## config.mk

```make
export PLATFORM = sky130hd
export DESIGN_NAME = alu_issue_ctrl
export DESIGN_NICKNAME = d
export VERILOG_FILES = /design/src/rtl/alu_pkg.sv /design/src/rtl/alu_cmd_fifo.sv /design/src/rtl/alu_issue_ctrl.sv
export SDC_FILE = /design/constraint.sdc
export NUM_CORES = 1
export LEC_CHECK = 0
export ABC_CLOCK_PERIOD_IN_PS = 2400
export BUFFER_PORTS_ARGS = -buffer_cell sky130_fd_sc_hd__buf_2
export CAP_MARGIN = 25
export CELL_PAD_IN_SITES_DETAIL_PLACEMENT = 2
export CELL_PAD_IN_SITES_GLOBAL_PLACEMENT = 2
export CORE_MARGIN = 1.5
export CORE_UTILIZATION = 40
export DETAILED_ROUTE_END_ITERATION = 10
export PLACE_DENSITY_LB_ADDON = 0.1
export SYNTH_ARGS = -nofsm -noshare
export SYNTH_HDL_FRONTEND = slang
export SYNTH_SLANG_ARGS = --single-unit
```

## constraint.sdc

```tcl
create_clock -name i_clk -period 2.4 [get_ports i_clk]
set_input_delay 0.24 -clock i_clk [delete_from_list [all_inputs] [get_ports i_clk]]
set_output_delay 0.24 -clock i_clk [all_outputs]
set_load 0.005 [all_outputs]
```

## src/rtl/alu_pkg.sv

```systemverilog
// Shared types for the ALU issue stage: opcodes, FSM states and the command record.
package alu_pkg;

    localparam int W_DATA_IN  = 8;
    localparam int W_DATA_OP  = 2;
    localparam int W_DATA_OUT = 8;
    localparam int DEPTH      = 4;

    localparam logic [W_DATA_OP-1:0] ALU_ADD = 2'd0;
    localparam logic [W_DATA_OP-1:0] ALU_SUB = 2'd1;
    localparam logic [W_DATA_OP-1:0] ALU_MUL = 2'd2;
    localparam logic [W_DATA_OP-1:0] ALU_DIV = 2'd3;

    typedef enum logic [1:0] {
        IDLE = 2'd0,
        EXEC = 2'd1,
        CAPT = 2'd2,
        RESP = 2'd3
    } state_e;

    typedef struct packed {
        logic [W_DATA_IN-1:0] a;
        logic [W_DATA_IN-1:0] b;
        logic [W_DATA_OP-1:0] op;
    } alu_cmd_t;

    function automatic logic is_div_zero(input alu_cmd_t cmd);
        return (cmd.op == ALU_DIV) && (cmd.b == '0);
    endfunction

endpackage

```

## src/rtl/alu_cmd_fifo.sv

```systemverilog
// Synchronous FIFO of alu_cmd_t commands.
// Latency: push visible at the head one cycle later (no bypass).
// Backpressure: o_full blocks pushes; pops on empty are ignored.
module alu_cmd_fifo
    import alu_pkg::*;
#(
    parameter int DEPTH = 4
) (
    input  logic     i_clk,
    input  logic     i_rst,
    input  logic     i_push,
    input  alu_cmd_t i_dat,
    input  logic     i_pop,
    output alu_cmd_t o_dat,
    output logic     o_full,
    output logic     o_empty
);

    localparam int AW = $clog2(DEPTH);

    logic [AW:0] wr_ptr_q, wr_ptr_d;
    logic [AW:0] rd_ptr_q, rd_ptr_d;
    alu_cmd_t    mem_q [DEPTH];

    // Extra pointer MSB distinguishes full from empty when the indices match.
    assign o_full  = (wr_ptr_q[AW] != rd_ptr_q[AW]) &&
                     (wr_ptr_q[AW-1:0] == rd_ptr_q[AW-1:0]);
    assign o_empty = (wr_ptr_q == rd_ptr_q);
    assign o_dat   = mem_q[rd_ptr_q[AW-1:0]];

    always_comb begin
        wr_ptr_d = wr_ptr_q;
        rd_ptr_d = rd_ptr_q;
        if (i_push && !o_full) begin
            wr_ptr_d = wr_ptr_q + 1'b1;
        end
        if (i_pop && !o_empty) begin
            rd_ptr_d = rd_ptr_q + 1'b1;
        end
    end

    always_ff @(posedge i_clk) begin
        if (i_rst) begin
            wr_ptr_q <= '0;
            rd_ptr_q <= '0;
        end else begin
            wr_ptr_q <= wr_ptr_d;
            rd_ptr_q <= rd_ptr_d;
        end
    end

    always_ff @(posedge i_clk) begin
        if (i_push && !o_full) begin
            mem_q[wr_ptr_q[AW-1:0]] <= i_dat;
        end
    end

endmodule

```

## src/rtl/alu_issue_ctrl.sv

```systemverilog
// Issue stage for the registered 8-bit ALU; optional ALU_ISSUE_STATS_EN adds response counters.
// Latency: push at E0 into an idle block gives o_rsp_valid after E3; 1 result per 3 cycles.
// Backpressure: o_rsp_* held until i_rsp_ready; o_cmd_ready drops when the FIFO is full.
module alu_issue_ctrl
    import alu_pkg::*;
#(
    parameter int DEPTH = alu_pkg::DEPTH
) (
    input  logic                  i_clk,
    input  logic                  i_rst,
    input  logic                  i_cmd_valid,
    output logic                  o_cmd_ready,
    input  logic [W_DATA_IN-1:0]  i_cmd_a,
    input  logic [W_DATA_IN-1:0]  i_cmd_b,
    input  logic [W_DATA_OP-1:0]  i_cmd_op,
    output logic [W_DATA_IN-1:0]  o_alu_a,
    output logic [W_DATA_IN-1:0]  o_alu_b,
    output logic [W_DATA_OP-1:0]  o_alu_op,
    input  logic [W_DATA_OUT-1:0] i_alu_result,
    output logic                  o_rsp_valid,
    input  logic                  i_rsp_ready,
    output logic [W_DATA_OUT-1:0] o_rsp_result,
`ifdef ALU_ISSUE_STATS_EN
    output logic [15:0]           o_cmd_cnt,
    output logic [15:0]           o_err_cnt,
`endif
    output logic                  o_rsp_err
);

    state_e                state_q, state_d;
    logic                  cmd_en_q;
    logic                  fifo_full, fifo_empty, pop;
    alu_cmd_t              cmd_in, head;
    logic [W_DATA_IN-1:0]  alu_a_q, alu_a_d, alu_b_q, alu_b_d;
    logic [W_DATA_OP-1:0]  alu_op_q, alu_op_d;
    logic                  dz_q, dz_d;
    logic                  rsp_valid_q, rsp_valid_d, rsp_err_q, rsp_err_d;
    logic [W_DATA_OUT-1:0] rsp_result_q, rsp_result_d;

    assign cmd_in      = '{a: i_cmd_a, b: i_cmd_b, op: i_cmd_op};
    assign o_cmd_ready = cmd_en_q && !fifo_full;

    alu_cmd_fifo #(.DEPTH(DEPTH)) u_fifo (
        .i_clk   (i_clk),
        .i_rst   (i_rst),
        .i_push  (i_cmd_valid && o_cmd_ready),
        .i_dat   (cmd_in),
        .i_pop   (pop),
        .o_dat   (head),
        .o_full  (fifo_full),
        .o_empty (fifo_empty)
    );

    always_comb begin
        state_d      = state_q;
        pop          = 1'b0;
        alu_a_d      = alu_a_q;
        alu_b_d      = alu_b_q;
        alu_op_d     = alu_op_q;
        dz_d         = dz_q;
        rsp_valid_d  = rsp_valid_q;
        rsp_result_d = rsp_result_q;
        rsp_err_d    = rsp_err_q;
        case (state_q)
            IDLE: begin
                if (!fifo_empty) begin
                    pop     = 1'b1;
                    state_d = EXEC;
                end
            end
            EXEC: state_d = CAPT;
            CAPT: begin
                rsp_valid_d  = 1'b1;
                rsp_err_d    = dz_q;
                rsp_result_d = dz_q ? '1 : i_alu_result;
                state_d      = RESP;
            end
            RESP: begin
                if (i_rsp_ready) begin
                    rsp_valid_d = 1'b0;
                    if (!fifo_empty) begin
                        pop     = 1'b1;
                        state_d = EXEC;
                    end else begin
                        state_d = IDLE;
                    end
                end
            end
            default: state_d = IDLE;
        endcase
        // A zero divisor is replaced by 1 so the ALU never sees x/0.
        if (pop) begin
            dz_d     = is_div_zero(head);
            alu_a_d  = head.a;
            alu_b_d  = is_div_zero(head) ? W_DATA_IN'(1) : head.b;
            alu_op_d = head.op;
        end
    end

    always_ff @(posedge i_clk) begin
        cmd_en_q <= !i_rst;
        if (i_rst) begin
            state_q      <= IDLE;
            alu_a_q      <= '0;
            alu_b_q      <= '0;
            alu_op_q     <= '0;
            dz_q         <= 1'b0;
            rsp_valid_q  <= 1'b0;
            rsp_result_q <= '0;
            rsp_err_q    <= 1'b0;
        end else begin
            state_q      <= state_d;
            alu_a_q      <= alu_a_d;
            alu_b_q      <= alu_b_d;
            alu_op_q     <= alu_op_d;
            dz_q         <= dz_d;
            rsp_valid_q  <= rsp_valid_d;
            rsp_result_q <= rsp_result_d;
            rsp_err_q    <= rsp_err_d;
        end
    end

    assign o_alu_a      = alu_a_q;
    assign o_alu_b      = alu_b_q;
    assign o_alu_op     = alu_op_q;
    assign o_rsp_valid  = rsp_valid_q;
    assign o_rsp_result = rsp_result_q;
    assign o_rsp_err    = rsp_err_q;

`ifdef ALU_ISSUE_STATS_EN
    logic [15:0] cmd_cnt_q, err_cnt_q;
    logic        rsp_hs;

    assign rsp_hs = rsp_valid_q && i_rsp_ready;

    always_ff @(posedge i_clk) begin
        if (i_rst) begin
            cmd_cnt_q <= '0;
            err_cnt_q <= '0;
        end else if (rsp_hs) begin
            if (cmd_cnt_q != 16'hFFFF) cmd_cnt_q <= cmd_cnt_q + 16'd1;
            if (rsp_err_q && (err_cnt_q != 16'hFFFF)) err_cnt_q <= err_cnt_q + 16'd1;
        end
    end

    assign o_cmd_cnt = cmd_cnt_q;
    assign o_err_cnt = err_cnt_q;
`else
    // Without statistics the response handshake has no further observers.
`endif

endmodule
```

==> reports/results.txt, run 1 <==
Die footprint = 11200 sq um
Worst slack at placement = 0.242 ns
Grt ovf = 0
Crit path depth = 5
# nets final = 389
Lkg Pwr = 1.81 nW
Pwr per Cell Area = 968 nW/um^2
Die height = 106 um
Clock Tree Buf Depth = 2
Final Instance Area = 4930 sq um
Htree depth = 3
First-pass GRT wire length = 15000 um
RSZ-0062 raised after global routing = false
Commonest non-fill, non-tap cell in the layout = edfxtp_1
Max cap viols = 0
Setup TNS = 0 ns
Register area share after synthesis = 0.698
Synthesized area = 4250 sq um
IO buf count = 58
Number of global-route vias before repair = 2744
HPWL Detailed = 6500 um
Crit-path max cell delay = 0.63 ns
CTS tree = done
1st-iter DRT viols = 88
Post-Synthesis Net Count = 320
VDD IR max = 0.387 mV
Total CTS buffers = 9
Placed Area = 4750 sq um
Hold Path Stages = 1
Final WS setup = 0.225 ns
Final hold vios = 0
CTS resizes = 0
Boundary Pins = 59
Largest net degree at the start of global routing = 27
Crit-path leading delay family = simple AND/OR/NAND/NOR gates
Critical Path Fanout Max = 12
Slew headroom = 0.603
Outcome = completed
FF/Latch Area = 2960 sq um
WL final = 9330 um
All-Layer GR Usage = 0.177
Chip Width = 106 um
Sink Count = 112
Syn Inst Count = 281
Slew at the pin closest to its max-slew limit = 0.592 ns
Final Core Density = 0.478
Buffers inserted by post-CTS timing repair = 0
Core ar. = 10300 sq um
Crit start category = flop
Tmin final = 2.17 ns
Total chip power = 4.78 mW
Clk_skew = 0.0101 ns
Rows = 37
Setup violators final = 0
Tightest Hold Check Type = in2reg
CP bufs+invs = 1
Req. time, crit path = 2.69 ns
Reg-to-reg slack, setup = 0.23 ns
#FFs+latches synth = 112
Root Driver = clkbuf_8
Yosys cell types = 33
Period utilization = 0.906
Drt pass-1 iters = 4
Diodes inserted = 0
Worst skew pair latency = 0.37 ns
DR vias/cell = 5.19
Antenna violation net count after detailed routing = 0
Critical Path Sink Type = flop
FMAX = 460 MHz
Initial antenna violation count = 0
Drc violations = 0
Area occupied by multi-input gates = 1200 sq um
Initial Util = 0.411
Most frequent cells in the layout = edfxtp_1 (72), buf_2 (58), dfxtp_1 (40), nand2_1 (38), a21oi_1 (21)
Wire length per cell = 19.0 um
Fillers = 1025
Share of layout cells above drive strength 1 = 0.287
DR vias = 2549
Cells along the critical path = buf_4 > mux4_1 > nor4_1 > nand4_1 > o21ai_1
GP Congestion = 0.709
Reg2reg path depth = 5
Avg Cell Area, Syn = 15.1 sq um
YS warnings = 0
Critical path type = reg2reg
Hold-fix buffers at CTS = 0
Arr. time, crit path = 2.47 ns
Area Overhead vs Synth = 16.2%
Crit-path slowest cell = mux4_1
Max-slew violation count = 0
Clock transition at the registers of the reported paths = 0.11 ns
-- worst register-to-register path: stages (launching register included) --
cell     delay [ns]
dfxtp_1        0.35
buf_4          0.26
mux4_1         0.64
nor4_1         0.42
nand4_1        0.24
o21ai_1        0.20
-- report_power, final --
part           switching (mW)  total [mW]  internal [mW]
combinational           0.739        1.35          0.613
clock                   0.665        1.06          0.397
sequential              0.114        2.36           2.25
total                    1.52        4.78           3.26
-- state kept, by name (all words and copies together), names as in the netlist, named ones only --
register and cells:
cmd_en_q 1, dz_q 1, o_alu_a 8, o_alu_b 8, o_alu_op 2, o_rsp_err 1
o_rsp_result 8, o_rsp_valid 1, state_q 2, u_fifo.mem_q 72, u_fifo.rd_ptr_q 3, u_fifo.wr_ptr_q 3
-- cells in the mapped netlist --
library cell | instances | area (sq um)
edfxtp_1 | 72 | 2160
dfxtp_1 | 40 | 801
nand2_1 | 38 | 143
a21oi_1 | 21 | 105
nor2_1 | 18 | 67.6
mux4_2 | 13 | 293
ha_1 | 9 | 113
o22ai_1 | 9 | 56.3
clkbuf_1 | 8 | 30.0
inv_1 | 6 | 22.5
buf_2 | 5 | 25.0
mux4_1 | 5 | 131
xnor2_1 | 5 | 43.8
and3_1 | 4 | 25.0
mux2i_1 | 4 | 40.0
nor2b_1 | 3 | 18.8
a311oi_1 | 2 | 17.5
nand4_1 | 2 | 12.5
o21ai_0 | 2 | 10.0
xor2_1 | 2 | 17.5
a221oi_1 | 1 | 8.76
a311o_1 | 1 | 10.0
a41oi_1 | 1 | 8.76
buf_6 | 1 | 11.3
mux2_1 | 1 | 11.3
nand2b_1 | 1 | 6.26
nand3_1 | 1 | 5.00
nor4_1 | 1 | 6.26
nor4b_2 | 1 | 15.0
o21ai_1 | 1 | 5.00
o311ai_1 | 1 | 8.76
o31a_1 | 1 | 8.76
or3_1 | 1 | 6.26
-- kinds of logic after synthesis --
group,synth area share
and+or+nand+nor,0.0719
adders and majority gates,0.0265
xor gates and xnor gates,0.0144
AOI/OAI and AO/OA,0.0563
buffers and inverters,0.0209
muxes,0.112
DFF,0.698
-- layer usage --
| layer | vias to the layer above | global-route usage | routed length, um |
|---|---|---|---|
| li1 | 1188 | - | - |
| met1 | 1309 | 0.225 | 4050 |
| met2 | 44 | 0.312 | 4930 |
| met3 | 8 | 0.0307 | 261 |
| met4 | 0 | 0.0521 | 96 |
| met5 | - | 0 | 0 |
-- final timing paths --
check,startpoint,end
worst max-delay path,flop,dz_q
worst min-delay path,i_cmd_b[5],u_fifo.mem_q[1][7]
worst max register to register,flop,dz_q
worst min register to register,o_alu_b[7],o_alu_b[7]
-- layout make-up --
class / count / share of cell area
Clock buffer: 10 / 0.0259
Tap cell: 136 / 0.0345
Multi-Input combinational cell: 149 / 0.243
Inverter: 6 / 0.00456
Clock inverter: 6 / 0.0114
Timing Repair Buffer: 72 / 0.0801
Sequential cell: 112 / 0.600
-- through the flow --
stage | hold slack [ns] | std cells
floorplan | 0.339 | 281
global placement | 0.441 | 475
detailed placement | 0.453 | 475
CTS | 0.0604 | 491
global route | 0.0597 | 491
finish | 0.0771 | 491
No activity file was read; power rests on OpenSTA's default activity.
==> run 2: changes to the inputs <==
ABC_CLOCK_PERIOD_IN_PS = 2700   (was 2400)
CORE_UTILIZATION = 43   (was 40)
SYNTH_HIERARCHICAL = 1   (was unset)
clock period = 2.7 ns   (was 2.4 ns; I/O delays follow)
==> run 2 against run 1 <==
Sequential power decreased by 8.9%. Clock power decreased by 9.7%. Clock-buffer cell count unchanged. Worst setup slack improved by 0.088 ns. Die area decreased by 0.59%. Largest cell class unchanged. Highest routed layer unchanged. Sequential share of layout area decreased by 3.1 points. Flip-flop and latch count unchanged.
==> reports/results.txt, run 2 <==
Outcome = completed
FFs w/ async S/R, synth = 0
Synth Area in Compound Gates = 0.0979
Diodes inserted = 0
RSZ-0062 raised after global routing = false
Crit Reg-Reg Endpoint = u_fifo/mem_q[1][6]
Hold Path Stages = 1
# nets final = 418
Core ar. = 10300 sq um
Pwr per Cell Area = 892 nW/um^2
Synthesized area = 4540 sq um
Hold EP = u_fifo/mem_q[1][17]
Post-Synth XOR/XNOR Area = 0.0116
Synth top area share = 0.477
Met1 Usage GRT = 0.270
#FFs+latches synth = 112
First-pass GRT wire length = 16800 um
M3 GR Usage = 0.0291
Clock Tree Buf Depth = 2
Avg Cell Area, Syn = 14.5 sq um
Hold-fix buffers at CTS = 0
Worst Hold Launch = i_cmd_a[7]
WL final = 10200 um
Number of global-route vias before repair = 3074
Largest family of logic cells by synthesized area = compound AO/OA/AOI/OAI gates
Chip Width = 106 um
Initial Util = 0.441
Die footprint = 11200 sq um
Register area share after synthesis = 0.653
Ys flop type = edfxtp_1
Max reg flops = 72
Drt pass-1 iters = 4
Req. time, crit path = 2.77 ns
Post-Synthesis Net Count = 353
Rows = 37
Worst slack at placement = 0.182 ns
Crit-path leading delay family = simple AND/OR/NAND/NOR gates
Worst skew pair latency = 0.37 ns
IO buf count = 58
Area leader, netlist = edfxtp_1
Clk_skew = 0.0176 ns
All-Layer GR Usage = 0.197
CTS tree = done
Met2 GRT Util = 0.328
Reg-to-reg slack, setup = 0.31 ns
Initial antenna violation count = 0
Area contributors post-synth = edfxtp_1 (48%), dfxtp_1 (18%), mux4_2 (8.9%)
Simple-gate area share of the yosys netlist = 0.0775
Syn Inst Count = 313
Critical path type = reg2reg
Sink Count = 112
Crit-path max cell delay = 0.43 ns
FMAX = 419 MHz
Antenna violation net count after detailed routing = 0
Crit start category = flop
Period utilization = 0.884
Gr busiest metal = met2
Mux cell area share after synthesis = 0.0941
Post-synth top cells = edfxtp_1 (72), dfxtp_1 (40), a21oi_1 (22)
DR vias/cell = 5.39
Tmin final = 2.39 ns
Cells along the critical path = xnor2_1 > nand2_1 > nor2_1 > nor2b_1 > and2_1 > inv_1 > a31oi_1 > and2_1 > buf_12
Crit-path slowest cell = dfxtp_2
HPWL Detailed = 7170 um
Boundary Pins = 59
Most common cell in the netlist = edfxtp_1
Final hold vios = 0
Grt ovf = 0
Max-slew violation count = 0
GP Congestion = 0.714
Setup violators final = 0
Htree depth = 3
Clock transition at the registers of the reported paths = 0.11 ns
Yosys cell types = 48
Reg2reg path depth = 9
Slew headroom = 0.479
Lkg Pwr = 1.84 nW
DR vias = 2800
VDD IR max = 0.363 mV
Slew at the pin closest to its max-slew limit = 0.781 ns
Buffers inserted by post-CTS timing repair = 0
Commonest non-fill, non-tap cell in the layout = edfxtp_1
Drc violations = 0
1st-iter DRT viols = 117
FF-to-FF Start = u_fifo/wr_ptr_q[1]
Fillers = 1001
Most frequent CP cell = and2_1
Largest net degree at the start of global routing = 42
CP bufs+invs = 2
Root Driver = clkbuf_8
Die height = 106 um
Critical Path Fanout Max = 18
Wire length per cell = 19.7 um
Arr. time, crit path = 2.45 ns
Tightest Hold Check Type = in2reg
Area Overhead vs Synth = 14.8%
Final WS setup = 0.313 ns
Setup TNS = 0 ns
Max cap viols = 0
Adder-Cell Fraction of Synth Area = 0.0276
Number of synthesized flops with an enable pin = 72
Total CTS buffers = 9
Share of layout cells above drive strength 1 = 0.300
YS warnings = 6
Most frequent cells in the layout = edfxtp_1 (72), buf_2 (58), dfxtp_1 (38), a21oi_1 (22), nand3_1 (20)
Critical Path Sink Type = flop
## run 2: stage by stage
stage,hold slack (ns),power (mW),instance area (sq um),utilization,std cells
4_1_cts,0.103,4.72,5200,0.506,519
5_1_grt,0.0914,4.96,5210,0.507,519
3_5_place_dp,0.473,3.76,5010,0.488,503
3_3_place_gp,0.461,3.68,5010,0.488,503
2_1_floorplan,0.345,3.28,4540,-,313
6_report,0.121,4.64,5210,0.507,519
## run 2: timing repair
action | in CTS | in global routing
endpoints found under the setup margin | 0 | 54
resized for setup | 0 | 2
hold endpoints to repair | 0 | 0
## run 2: per-layer routing
metal  wire length [um]  up-vias
met3                327        7
met1               4640     1395
li1                   -     1335
met2               5190       63
met5                  0        -
met4                 85        0
## run 2: worst register-to-register path, stage by stage (launching register included)
cell and delay (ns):
dfxtp_2 0.43, xnor2_1 0.21, nand2_1 0.22, nor2_1 0.08, nor2b_1 0.15, and2_1 0.27, inv_1 0.08, a31oi_1 0.25
and2_1 0.23, buf_12 0.19
## run 2: layout make-up
class / instances / area (sq um) / area share
clock buffers: 10 / 128 / 0.0245
flip-flops and latches: 112 / 2970 / 0.570
repair buffers: 72 / 445 / 0.0856
clock inverters: 6 / 61.3 / 0.0118
multi-input cells: 175 / 1410 / 0.270
well taps: 136 / 170 / 0.0327
inverters: 8 / 30.0 / 0.00577
## run 2: cell families after synthesis
group / after synthesis
and+or+nand+nor: 65
muxes: 20
DFF: 112
adders and majority gates: 10
xor gates and xnor gates: 6
buffers and inverters: 26
AOI/OAI and AO/OA: 74
## run 2: worst max path at each step
stage | end | slack, ns | from | depth (start not counted)
global placement | u_fifo/mem_q[0][11] | 0.33 | u_fifo/wr_ptr_q[1] | 9
CTS | u_fifo/mem_q[1][6] | 0.15 | u_fifo/wr_ptr_q[1] | 9
finish | u_fifo/mem_q[1][6] | 0.31 | u_fifo/wr_ptr_q[1] | 9
detailed placement | u_fifo/mem_q[0][14] | 0.18 | u_fifo/wr_ptr_q[1] | 9
global route | u_fifo/mem_q[1][6] | 0.06 | u_fifo/wr_ptr_q[1] | 9
floorplan | u_fifo/mem_q[3][0] | 0.33 | u_fifo/rd_ptr_q[1] | 8
## run 2: power by group
part,total [mW],internal (mW),switching (mW)
Sequential,2.15,2.03,0.120
Combinational,1.54,0.640,0.897
Clock,0.957,0.361,0.596
==> run 3: changes to the inputs <==
RECOVER_POWER = 100   (was unset)
SLEW_MARGIN = 20   (was unset)
==> run 3 against run 2 <==
Die area did not move. Non-clock buffer count did not move. The flow now finishes with violations (capacitance limit, slew limit). Global-route usage did not move. Total power fell by 0.84%. Final area fell by 1.0%. Clock-buffer cell count did not move. Sequential share of layout area rose by 0.59 points.
==> reports/results.txt, run 3 (synthesized netlist as in run 2, its figures left out) <==
Wire length per cell = 19.8 um
Final WS setup = 0.287 ns
First-pass GRT wire length = 16800 um
WHS = 0.153 ns
Placed Area = 5010 sq um
Outcome = finished with violations
Most frequent cells in the layout = edfxtp_1 (72), dfxtp_1 (38), clkbuf_1 (31), buf_2 (28), a21oi_1 (22)
Diodes inserted = 0
Slew headroom = -0.251
Initial Util = 0.441
Total CTS buffers = 9
Fillers = 1012
Final Core Density = 0.501
Grt ovf = 0
Lkg Pwr = 1.74 nW
Worst skew pair latency = 0.37 ns
Critical path type = reg2reg
Die footprint = 11200 sq um
Setup TNS = 0 ns
HPWL Detailed = 7170 um
Crit start category = flop
Final hold vios = 0
Total chip power = 4.61 mW
Commonest non-fill, non-tap cell in the layout = edfxtp_1
Max cap viols = 1
CP bufs+invs = 2
Hold-fix buffers at CTS = 0
Setup violators final = 0
WL final = 10300 um
Area occupied by multi-input gates = 1400 sq um
Boundary Pins = 59
Arr. time, crit path = 2.48 ns
DR vias/cell = 5.38
Hold Path Stages = 3
Critical Path Sink Type = flop
RSZ-0062 raised after global routing = false
Final Instance Area = 5150 sq um
Largest net degree at the start of global routing = 42
FMAX = 414 MHz
Slew at the pin closest to its max-slew limit = 1.88 ns
IO buf count = 58
Max-slew violation count = 42
Drc violations = 0
Share of layout cells above drive strength 1 = 0.217
1st-iter DRT viols = 92
Area Overhead vs Synth = 13.6%
FF/Latch Area = 2970 sq um
Antenna violation net count after detailed routing = 0
Crit path depth = 9
Crit-path max cell delay = 0.43 ns
Fin cells = 519
Crit-path leading delay family = simple AND/OR/NAND/NOR gates
Failing checks = capacitance limit, slew limit
Core ar. = 10300 sq um
GP Congestion = 0.714
Reg2reg path depth = 9
Placed Instances = 503
Cells along the critical path = xnor2_1 > nand2_1 > nor2_1 > nor2b_1 > and2_1 > inv_1 > a31oi_1 > and2_0 > buf_12
Crit-path slowest cell = dfxtp_2
Root Driver = clkbuf_8
Clk_skew = 0.0179 ns
CTS tree = done
Period utilization = 0.894
Pwr per Cell Area = 894 nW/um^2
Max reg flops = 72
Critical Path Fanout Max = 18
Number of global-route vias before repair = 3074
All-Layer GR Usage = 0.197
Clock transition at the registers of the reported paths = 0.11 ns
DR vias = 2791
Clock Tree Buf Depth = 2
Req. time, crit path = 2.77 ns
Drt pass-1 iters = 4
Tmin final = 2.41 ns
# nets final = 418
Sink Count = 112
Initial antenna violation count = 0
Worst slack at placement = 0.182 ns
Chip Width = 106 um
VDD IR max = 0.358 mV
Die height = 106 um
Rows = 37
Tightest Hold Check Type = in2reg
Htree depth = 3
## run 3: cell count changes in the layout (fill, tap and decap cells not counted), moves of 2 or more
cell | before | now
clkbuf_1 | 1 | 31
buf_4 | 10 | 7
buf_2 | 58 | 28
clkbuf_2 | 0 | 3
and2_1 | 4 | 2
and2_0 | 0 | 2
## run 3: path summary, 6_finish.rpt
kind | start | end | slack, ns
worst min register to register | o_alu_b[7] | o_alu_b[7] | 0.48
worst max register to register | u_fifo/wr_ptr_q[1] | u_fifo/mem_q[0][6] | 0.29
worst min-delay path | i_alu_result[6] | o_rsp_result[6] | 0.15
worst max-delay path | u_fifo/wr_ptr_q[1] | u_fifo/mem_q[0][6] | 0.29
## run 3: what timing repair did
action	CTS	global route
endpoints found under the setup margin	0	54
resized for setup	0	2
buffers inserted	0	0
## run 3: layout make-up
type | instances | area share
clock buffer | 10 | 0.0248
multi-input combinational | 175 | 0.271
clock inverter | 6 | 0.0119
tap | 136 | 0.0330
timing repair buffer | 72 | 0.0777
inverter | 8 | 0.00583
sequential | 112 | 0.576
## run 3: tightest hold or removal path, stage by stage
cell,delay [ns]
buf_2,0.08
o22ai_1,0.06
nor2_1,0.07
## run 3: per-layer routing
metal  global-route usage  up-vias  wire [um]
met1                0.270     1384       4640
met2                0.328       68       5200
met4               0.0569        0         77
met3               0.0291        7        359
met5                    0        -          0
li1                     -     1332          -
## run 3: power breakdown
part,internal [mW],switching [mW],total (mW)
registers,2.03,0.122,2.15
clock network,0.361,0.595,0.956
logic,0.600,0.897,1.50
total,2.99,1.61,4.61
